--- src/rtl/shift_pipe_if.sv ---
// ---------------------------------------------------------------------------
// shift_pipe_if
// Bundles the request, shifter-side and result handshake signals of
// shift_pipe.
//   slave  : the shift_pipe side (consumes requests, drives results)
//   master : the environment side (issues requests, consumes results, and
//            returns the combinational shifter output)
// Signals:
//   i_valid/o_ready        request handshake
//   i_op/i_data/i_shamt    request payload (00 SLL, 01 SRL, 11 SRA, 10 rsvd)
//   i_tag                  destination tag carried alongside the request
//   o_shf_data/o_shf_shamt operands driven into the left barrel shifter
//   i_shf_result           combinational shifter result
//   o_valid/i_ready        result handshake
//   o_result/o_tag         result payload
//   o_illegal              result came from the reserved opcode
// ---------------------------------------------------------------------------
interface shift_pipe_if #(
  parameter int TAG_W = 5
);
  logic             i_valid;
  logic             o_ready;
  logic [1:0]       i_op;
  logic [31:0]      i_data;
  logic [4:0]       i_shamt;
  logic [TAG_W-1:0] i_tag;
  logic [31:0]      o_shf_data;
  logic [4:0]       o_shf_shamt;
  logic [31:0]      i_shf_result;
  logic             o_valid;
  logic             i_ready;
  logic [31:0]      o_result;
  logic [TAG_W-1:0] o_tag;
  logic             o_illegal;

  modport slave (
    input  i_valid, i_op, i_data, i_shamt, i_tag, i_shf_result, i_ready,
    output o_ready, o_shf_data, o_shf_shamt, o_valid, o_result, o_tag, o_illegal
  );

  modport master (
    output i_valid, i_op, i_data, i_shamt, i_tag, i_shf_result, i_ready,
    input  o_ready, o_shf_data, o_shf_shamt, o_valid, o_result, o_tag, o_illegal
  );
endinterface

--- src/rtl/shift_pipe.sv ---
// ---------------------------------------------------------------------------
// shift_pipe
// Two-stage shift execution unit wrapped around an external combinational
// left-only barrel shifter. Stage S1 registers the (pre-processed) operand
// and drives the shifter; stage S2 registers the post-processed result.
// Right shifts are done by reversing the operand, shifting left and
// reversing back; arithmetic right shifts additionally invert a negative
// operand before and after so that zeros shifted in become sign bits.
// Ports:
//   i_clk    rising-edge clock
//   i_rst_n  asynchronous active-low reset
//   bus      shift_pipe_if.slave (request, shifter and result signals)
//   o_op_count (only with SHIFT_PIPE_CNT_EN) count of accepted results
// Optional feature: define SHIFT_PIPE_CNT_EN to add o_op_count, a wrapping
// 32-bit counter of results accepted downstream (reserved ops included).
// TAG_W must match the TAG_W of the connected interface instance.
// ---------------------------------------------------------------------------
module shift_pipe #(
  parameter int TAG_W = 5
) (
  input  logic        i_clk,
  input  logic        i_rst_n,
  shift_pipe_if.slave bus
`ifdef SHIFT_PIPE_CNT_EN
  ,
  output logic [31:0] o_op_count
`endif
);

  localparam logic [1:0] OP_SLL = 2'b00;
  localparam logic [1:0] OP_SRL = 2'b01;
  localparam logic [1:0] OP_SRA = 2'b11;

  // Bit-order reversal, used on both sides of the left-only shifter.
  function automatic logic [31:0] rev32(input logic [31:0] v);
    logic [31:0] r;
    r = 32'd0;
    for (int i = 0; i < 32; i++) begin
      r[i] = v[31-i];
    end
    return r;
  endfunction

  logic             s1_valid_r;
  logic [31:0]      s1_data_r;
  logic [4:0]       s1_shamt_r;
  logic [TAG_W-1:0] s1_tag_r;
  logic [1:0]       s1_op_r;
  logic             s1_sign_r;

  logic             s2_valid_r;
  logic [31:0]      s2_result_r;
  logic [TAG_W-1:0] s2_tag_r;
  logic             s2_illegal_r;

  logic             s2_ready_s;
  logic             s1_ready_s;
  logic             s1_load_s;
  logic             s2_load_s;
  logic             in_sign_s;
  logic [31:0]      in_data_s;
  logic [31:0]      out_result_s;
  logic             out_illegal_s;

  // S2 frees up when empty or draining; S1 can refill whenever S2 can take
  // its current content, so drain and refill happen in the same cycle.
  assign s2_ready_s  = !s2_valid_r || bus.i_ready;
  assign s1_ready_s  = !s1_valid_r || s2_ready_s;
  assign s1_load_s   = bus.i_valid && s1_ready_s;
  assign s2_load_s   = s1_valid_r && s2_ready_s;

  assign bus.o_ready     = s1_ready_s;
  assign bus.o_shf_data  = s1_data_r;
  assign bus.o_shf_shamt = s1_shamt_r;
  assign bus.o_valid     = s2_valid_r;
  assign bus.o_result    = s2_result_r;
  assign bus.o_tag       = s2_tag_r;
  assign bus.o_illegal   = s2_illegal_r;

  // Operand pre-processing ahead of the issue register.
  always_comb begin
    in_sign_s = bus.i_data[31] && (bus.i_op == OP_SRA);
    in_data_s = bus.i_data;
    case (bus.i_op)
      OP_SLL:  in_data_s = bus.i_data;
      OP_SRL:  in_data_s = rev32(bus.i_data);
      OP_SRA:  in_data_s = rev32(bus.i_data ^ {32{in_sign_s}});
      default: in_data_s = bus.i_data;
    endcase
  end

  // Result post-processing of the shifter output for the op held in S1.
  always_comb begin
    out_result_s  = bus.i_shf_result;
    out_illegal_s = 1'b0;
    case (s1_op_r)
      OP_SLL: out_result_s = bus.i_shf_result;
      OP_SRL: out_result_s = rev32(bus.i_shf_result);
      OP_SRA: out_result_s = rev32(bus.i_shf_result) ^ {32{s1_sign_r}};
      default: begin
        out_result_s  = 32'd0;
        out_illegal_s = 1'b1;
      end
    endcase
  end

  // Issue stage: payload loads on accept and otherwise holds its last value.
  always_ff @(posedge i_clk or negedge i_rst_n) begin
    if (!i_rst_n) begin
      s1_valid_r <= 1'b0;
      s1_data_r  <= 32'd0;
      s1_shamt_r <= 5'd0;
      s1_tag_r   <= '0;
      s1_op_r    <= 2'b00;
      s1_sign_r  <= 1'b0;
    end else begin
      if (s1_load_s) begin
        s1_valid_r <= 1'b1;
        s1_data_r  <= in_data_s;
        s1_shamt_r <= bus.i_shamt;
        s1_tag_r   <= bus.i_tag;
        s1_op_r    <= bus.i_op;
        s1_sign_r  <= in_sign_s;
      end else if (s2_load_s) begin
        s1_valid_r <= 1'b0;
      end else begin
        s1_valid_r <= s1_valid_r;
      end
    end
  end

  // Result stage: payload stays frozen while the downstream stalls.
  always_ff @(posedge i_clk or negedge i_rst_n) begin
    if (!i_rst_n) begin
      s2_valid_r   <= 1'b0;
      s2_result_r  <= 32'd0;
      s2_tag_r     <= '0;
      s2_illegal_r <= 1'b0;
    end else begin
      if (s2_load_s) begin
        s2_valid_r   <= 1'b1;
        s2_result_r  <= out_result_s;
        s2_tag_r     <= s1_tag_r;
        s2_illegal_r <= out_illegal_s;
      end else if (bus.i_ready) begin
        s2_valid_r <= 1'b0;
      end else begin
        s2_valid_r <= s2_valid_r;
      end
    end
  end

`ifdef SHIFT_PIPE_CNT_EN
  logic [31:0] op_count_r;

  assign o_op_count = op_count_r;

  // Count results handed downstream; wraps naturally at 2^32.
  always_ff @(posedge i_clk or negedge i_rst_n) begin
    if (!i_rst_n) begin
      op_count_r <= 32'd0;
    end else if (s2_valid_r && bus.i_ready) begin
      op_count_r <= op_count_r + 32'd1;
    end else begin
      op_count_r <= op_count_r;
    end
  end
`endif

endmodule

--- src/flat_wrapper.sv ---
// flat-port wrapper written by rule: the top's interface ports become plain ports
module shift_pipe_flat 
#(
  parameter int TAG_W = 5
)
  (i_clk, i_rst_n, bus_i_valid, bus_i_op, bus_i_data, bus_i_shamt, bus_i_tag, bus_i_shf_result, bus_i_ready, bus_o_ready, bus_o_shf_data, bus_o_shf_shamt, bus_o_valid, bus_o_result, bus_o_tag, bus_o_illegal);
  shift_pipe_if #(.TAG_W(TAG_W)) bus_i ();
  input  logic i_clk;
  input  logic i_rst_n;
  input wire logic [$bits(bus_i.i_valid)-1:0] bus_i_valid;
  input wire logic [$bits(bus_i.i_op)-1:0] bus_i_op;
  input wire logic [$bits(bus_i.i_data)-1:0] bus_i_data;
  input wire logic [$bits(bus_i.i_shamt)-1:0] bus_i_shamt;
  input wire logic [$bits(bus_i.i_tag)-1:0] bus_i_tag;
  input wire logic [$bits(bus_i.i_shf_result)-1:0] bus_i_shf_result;
  input wire logic [$bits(bus_i.i_ready)-1:0] bus_i_ready;
  output wire logic [$bits(bus_i.o_ready)-1:0] bus_o_ready;
  output wire logic [$bits(bus_i.o_shf_data)-1:0] bus_o_shf_data;
  output wire logic [$bits(bus_i.o_shf_shamt)-1:0] bus_o_shf_shamt;
  output wire logic [$bits(bus_i.o_valid)-1:0] bus_o_valid;
  output wire logic [$bits(bus_i.o_result)-1:0] bus_o_result;
  output wire logic [$bits(bus_i.o_tag)-1:0] bus_o_tag;
  output wire logic [$bits(bus_i.o_illegal)-1:0] bus_o_illegal;
  assign bus_i.i_valid = bus_i_valid;
  assign bus_i.i_op = bus_i_op;
  assign bus_i.i_data = bus_i_data;
  assign bus_i.i_shamt = bus_i_shamt;
  assign bus_i.i_tag = bus_i_tag;
  assign bus_i.i_shf_result = bus_i_shf_result;
  assign bus_i.i_ready = bus_i_ready;
  assign bus_o_ready = bus_i.o_ready;
  assign bus_o_shf_data = bus_i.o_shf_data;
  assign bus_o_shf_shamt = bus_i.o_shf_shamt;
  assign bus_o_valid = bus_i.o_valid;
  assign bus_o_result = bus_i.o_result;
  assign bus_o_tag = bus_i.o_tag;
  assign bus_o_illegal = bus_i.o_illegal;
  shift_pipe #(.TAG_W(TAG_W)) u_core (.i_clk(i_clk), .i_rst_n(i_rst_n), .bus(bus_i));
endmodule
--- config.mk ---
export PLATFORM = sky130hd
export DESIGN_NAME = shift_pipe_flat
export DESIGN_NICKNAME = d
export VERILOG_FILES = /design/src/rtl/shift_pipe_if.sv /design/src/rtl/shift_pipe.sv /design/src/flat_wrapper.sv
export SDC_FILE = /design/constraint.sdc
export NUM_CORES = 1
export LEC_CHECK = 0
export BUFFER_PORTS_ARGS = -buffer_cell sky130_fd_sc_hd__buf_2
export CORE_MARGIN = 4
export CORE_UTILIZATION = 50
export CTS_BUF_LIST = sky130_fd_sc_hd__clkbuf_4 sky130_fd_sc_hd__clkbuf_8 sky130_fd_sc_hd__clkbuf_16
export DETAILED_ROUTE_END_ITERATION = 6
export PLACE_DENSITY = 0.79
export RECOVER_POWER = 25
export SETUP_SLACK_MARGIN = 0.5
export SLEW_MARGIN = 15
export SYNTH_ARGS = -nofsm -noshare
export SYNTH_HDL_FRONTEND = slang
export SYNTH_SLANG_ARGS = --single-unit
export TNS_END_PERCENT = 50
--- constraint.sdc ---
create_clock -name i_clk -period 1.8 [get_ports i_clk]
set_input_delay 0.09 -clock i_clk [delete_from_list [all_inputs] [get_ports i_clk]]
set_output_delay 0.09 -clock i_clk [all_outputs]
set_load 0.01 [all_outputs]
==> results.md <==
- CP Launch Type: flip-flop
- Placer Congestion: 0.813
- Crit path time final: ~1500 ps
- Antenna fix cells: 0
- Critical Path Fanout Max: 9
- Syn. warnings: 0
- Maximum capacitance violations: 0
- Top-count cell post-synth: dfrtp_1
- Core Rows: 37
- Hold crit path type: in2reg
- Net Sw Frac: 0.341
- RSZ-0062 raised after global routing: yes
- First-pass GRT wire length: 23.3 mm
- PortBufs: between 150 and 200
- Yosys reg bits: 85
- P&R area growth vs syn: 26.3%
- Most common library cells after synthesis: dfrtp_1, a31oi_1, a21oi_1
- Routed WL: between 10 and 15 mm
- CTS HTree Levels: 3
- Initial Utilization: 0.520
- Chip height: 112 um
- Status: finished, final reports clean
- Number of buffers created by CTS: 9
- Pre-CTS worst setup slack: ~360 ps
- Syn nets: 633
- Root Buffer: clkbuf_8
- Max Slew Vio Count: 0
- Total grt overflow: 0
- Residual DRC: 0
- Setup-failing EPs final: 0
- Clock Path Buffers: 2
- P_leak: between 0.003 and 0.004 uW
- Sequential area share after synthesis: 0.393
- Comb pwr share: 0.342
- Cells after Synth: ~550
- Period utilization: 0.812
- Setup CP Type: reg2reg
- Maximum vdd drop: 0.488 mV
- Clock skew: between 10 and 15 ps
- Syn_area_per_cell: 9.80 um2
- Biggest area consumer among synthesized cells: dfrtp_1
- Worst reg2reg setup slack: around 340 ps
- Fin Setup TNS: 0 ps
- Worst Tran Pin Value: 807 ps
- Skew-Pair Late Insertion Delay: 360 ps
- Post-synth EDFFs: 0
- Vias per cell: 5.79
- Antenna Nets Post-Route: 0
- Vias in the first global route: between 4000 and 5000
- Clock power share: 0.240
- Total track usage: 0.222
- Core ar.: 0.0104 mm2
- DRT Pass-1 Iters: 4
- CTS tree: done
- Top cell type's share of synthesized area: 0.393
- CTS sink cnt: 85
- Share of post-route cells with drive strength above 1: 0.382
- Detailed Route Iter0 Violations: 340
- Mapped Area: approximately 0.0054 mm2
- Largest net degree at the start of global routing: 67
- Clock-pin slew on the worst setup and hold paths: roughly 90 ps
- Critical Path Sink Type: flip-flop
- Synth area leaders: dfrtp_1, a31oi_1, mux2_1
- Antenna violations before repair: 0
- Die Wd: between 100 and 150 um
- Routed len/inst: 17.4 um
- Vias: 4850
- Ports: 157
- NetSw: 2060 uW
- Final Non-Filler Cells: 838
- Cell area power density: 882 mW/mm2
- CP required: 2040 ps
- Final core occ: 0.657
- Achievable frequency: 0.684 GHz
- Max_slew headroom: 0.462
- Synth unique cells: 30
- Arrival @ worst endpoint: 1700 ps
- Post-DP HPWL: 9.36 mm
- Synth Flop Type: dfrtp_1
- Post-route worst setup slack: around 340 ps
- Die ar.: 0.0126 mm2
- Inst Count DP: 801
- Final Hold Viols: 0
- Int Power: 3970 uW
- Async set-reset flop share out of synthesis: 1.00
- Reg power frac: 0.419
- Nets: just under 800
-- power groups by stage --
stage	logic, uW	clock network (uW)	registers, uW
6_report	2060	1450	2530
5_1_grt	2250	1560	2570
4_1_cts	2040	1470	2520
3_5_place_dp	1950	0	2560
3_3_place_gp	1870	0	2540
2_1_floorplan	1030	0	2690
-- final timing paths --
| check | from | cells after the start | endpoint |
|---|---|---|---|
| max reg2reg | u_core.bus.o_valid$_DFFE_PN0P_ | 4 | u_core.bus.o_shf_data[20]$_DFFE_PN0P_ |
| max | u_core.bus.o_valid$_DFFE_PN0P_ | 4 | u_core.bus.o_shf_data[20]$_DFFE_PN0P_ |
| max in group asynchronous | i_rst_n | 3 | u_core.bus.o_shf_data[27]$_DFFE_PN0P_ |
| min reg2reg | u_core.bus.o_shf_data[2]$_DFFE_PN0P_ | 1 | u_core.bus.o_shf_data[2]$_DFFE_PN0P_ |
| min | bus_i_valid | 2 | u_core.s1_valid_r$_DFFE_PN0P_ |
| min in group asynchronous | i_rst_n | 2 | u_core.bus.o_result[24]$_DFFE_PN0P_ |
-- routing by layer --
layer / routed length [um] / global-route usage / share of wire
met1: 6010 / 0.292 / 0.41
met5: 0 / 0 / 0
met4: 242 / 0.0697 / 0.017
met2: 7330 / 0.368 / 0.50
met3: 994 / 0.0485 / 0.068
-- state kept, by name (all words and copies together) (netlist names) --
name	cells
u_core.s1_tag_r	5
u_core.bus.o_valid	1
u_core.bus.o_illegal	1
u_core.bus.o_shf_shamt	5
u_core.s1_valid_r	1
u_core.bus.o_shf_data	32
u_core.s1_op_r	2
u_core.bus.o_tag	5
u_core.s1_sign_r	1
u_core.bus.o_result	32
-- critical path, stage by stage (launching register included) --
cell and delay, ps:
dfrtp_1 390, nand3b_1 220, nand2_8 230, clkbuf_16 170, mux2_2 330
-- stage by stage --
step	total power [uW]	hold WS, ps	instance area (um2)
2_1_floorplan	3720	-206	5460
3_3_place_gp	4410	48.9	6330
3_5_place_dp	4510	52.5	6330
4_1_cts	6030	14.3	6750
5_1_grt	6380	12.1	6840
6_report	6030	24.2	6840
-- cell type report --
cell class	instances	area, um2
clock buffer	9	124
clock inverter	7	81.3
fill	838	3580
inverter	1	3.75
multi-input combinational	409	3040
sequential	85	2130
tap	136	170
timing repair buffer	191	1290
-- cells by family after synthesis --
family	share of synthesized area
AND/OR/NAND/NOR	0.199
buffers and inverters	0.0524
multiplexers	0.163
AO/OA/AOI/OAI	0.193
flip-flops	0.393
-- timing repair --
action                                  CTS  global route
endpoints found under the setup margin   71            71
pin swaps                                 0             3
resized for setup                         6             1
hold buffers                             11             0
hold endpoints to repair                 38             0
buffers inserted                          2             2
cloned                                    2             4
-- placed cells by master, fill, tap and decap left out, types with 11 or more instances in the layout --
cell	Yosys	layout
nand3b_1	30	31
and3b_1	32	32
or2_1	12	12
buf_2	17	155
mux2i_1	31	31
a21oi_1	33	33
a21bo_2	31	31
mux2_1	28	23
nor2b_1	32	32
o21ai_1	27	27
dlygate4sd3_1	0	11
a31oi_1	63	62
nor2_1	31	31
dfrtp_1	85	84
mux2_2	23	23
Power figures use the tool's default switching activity.
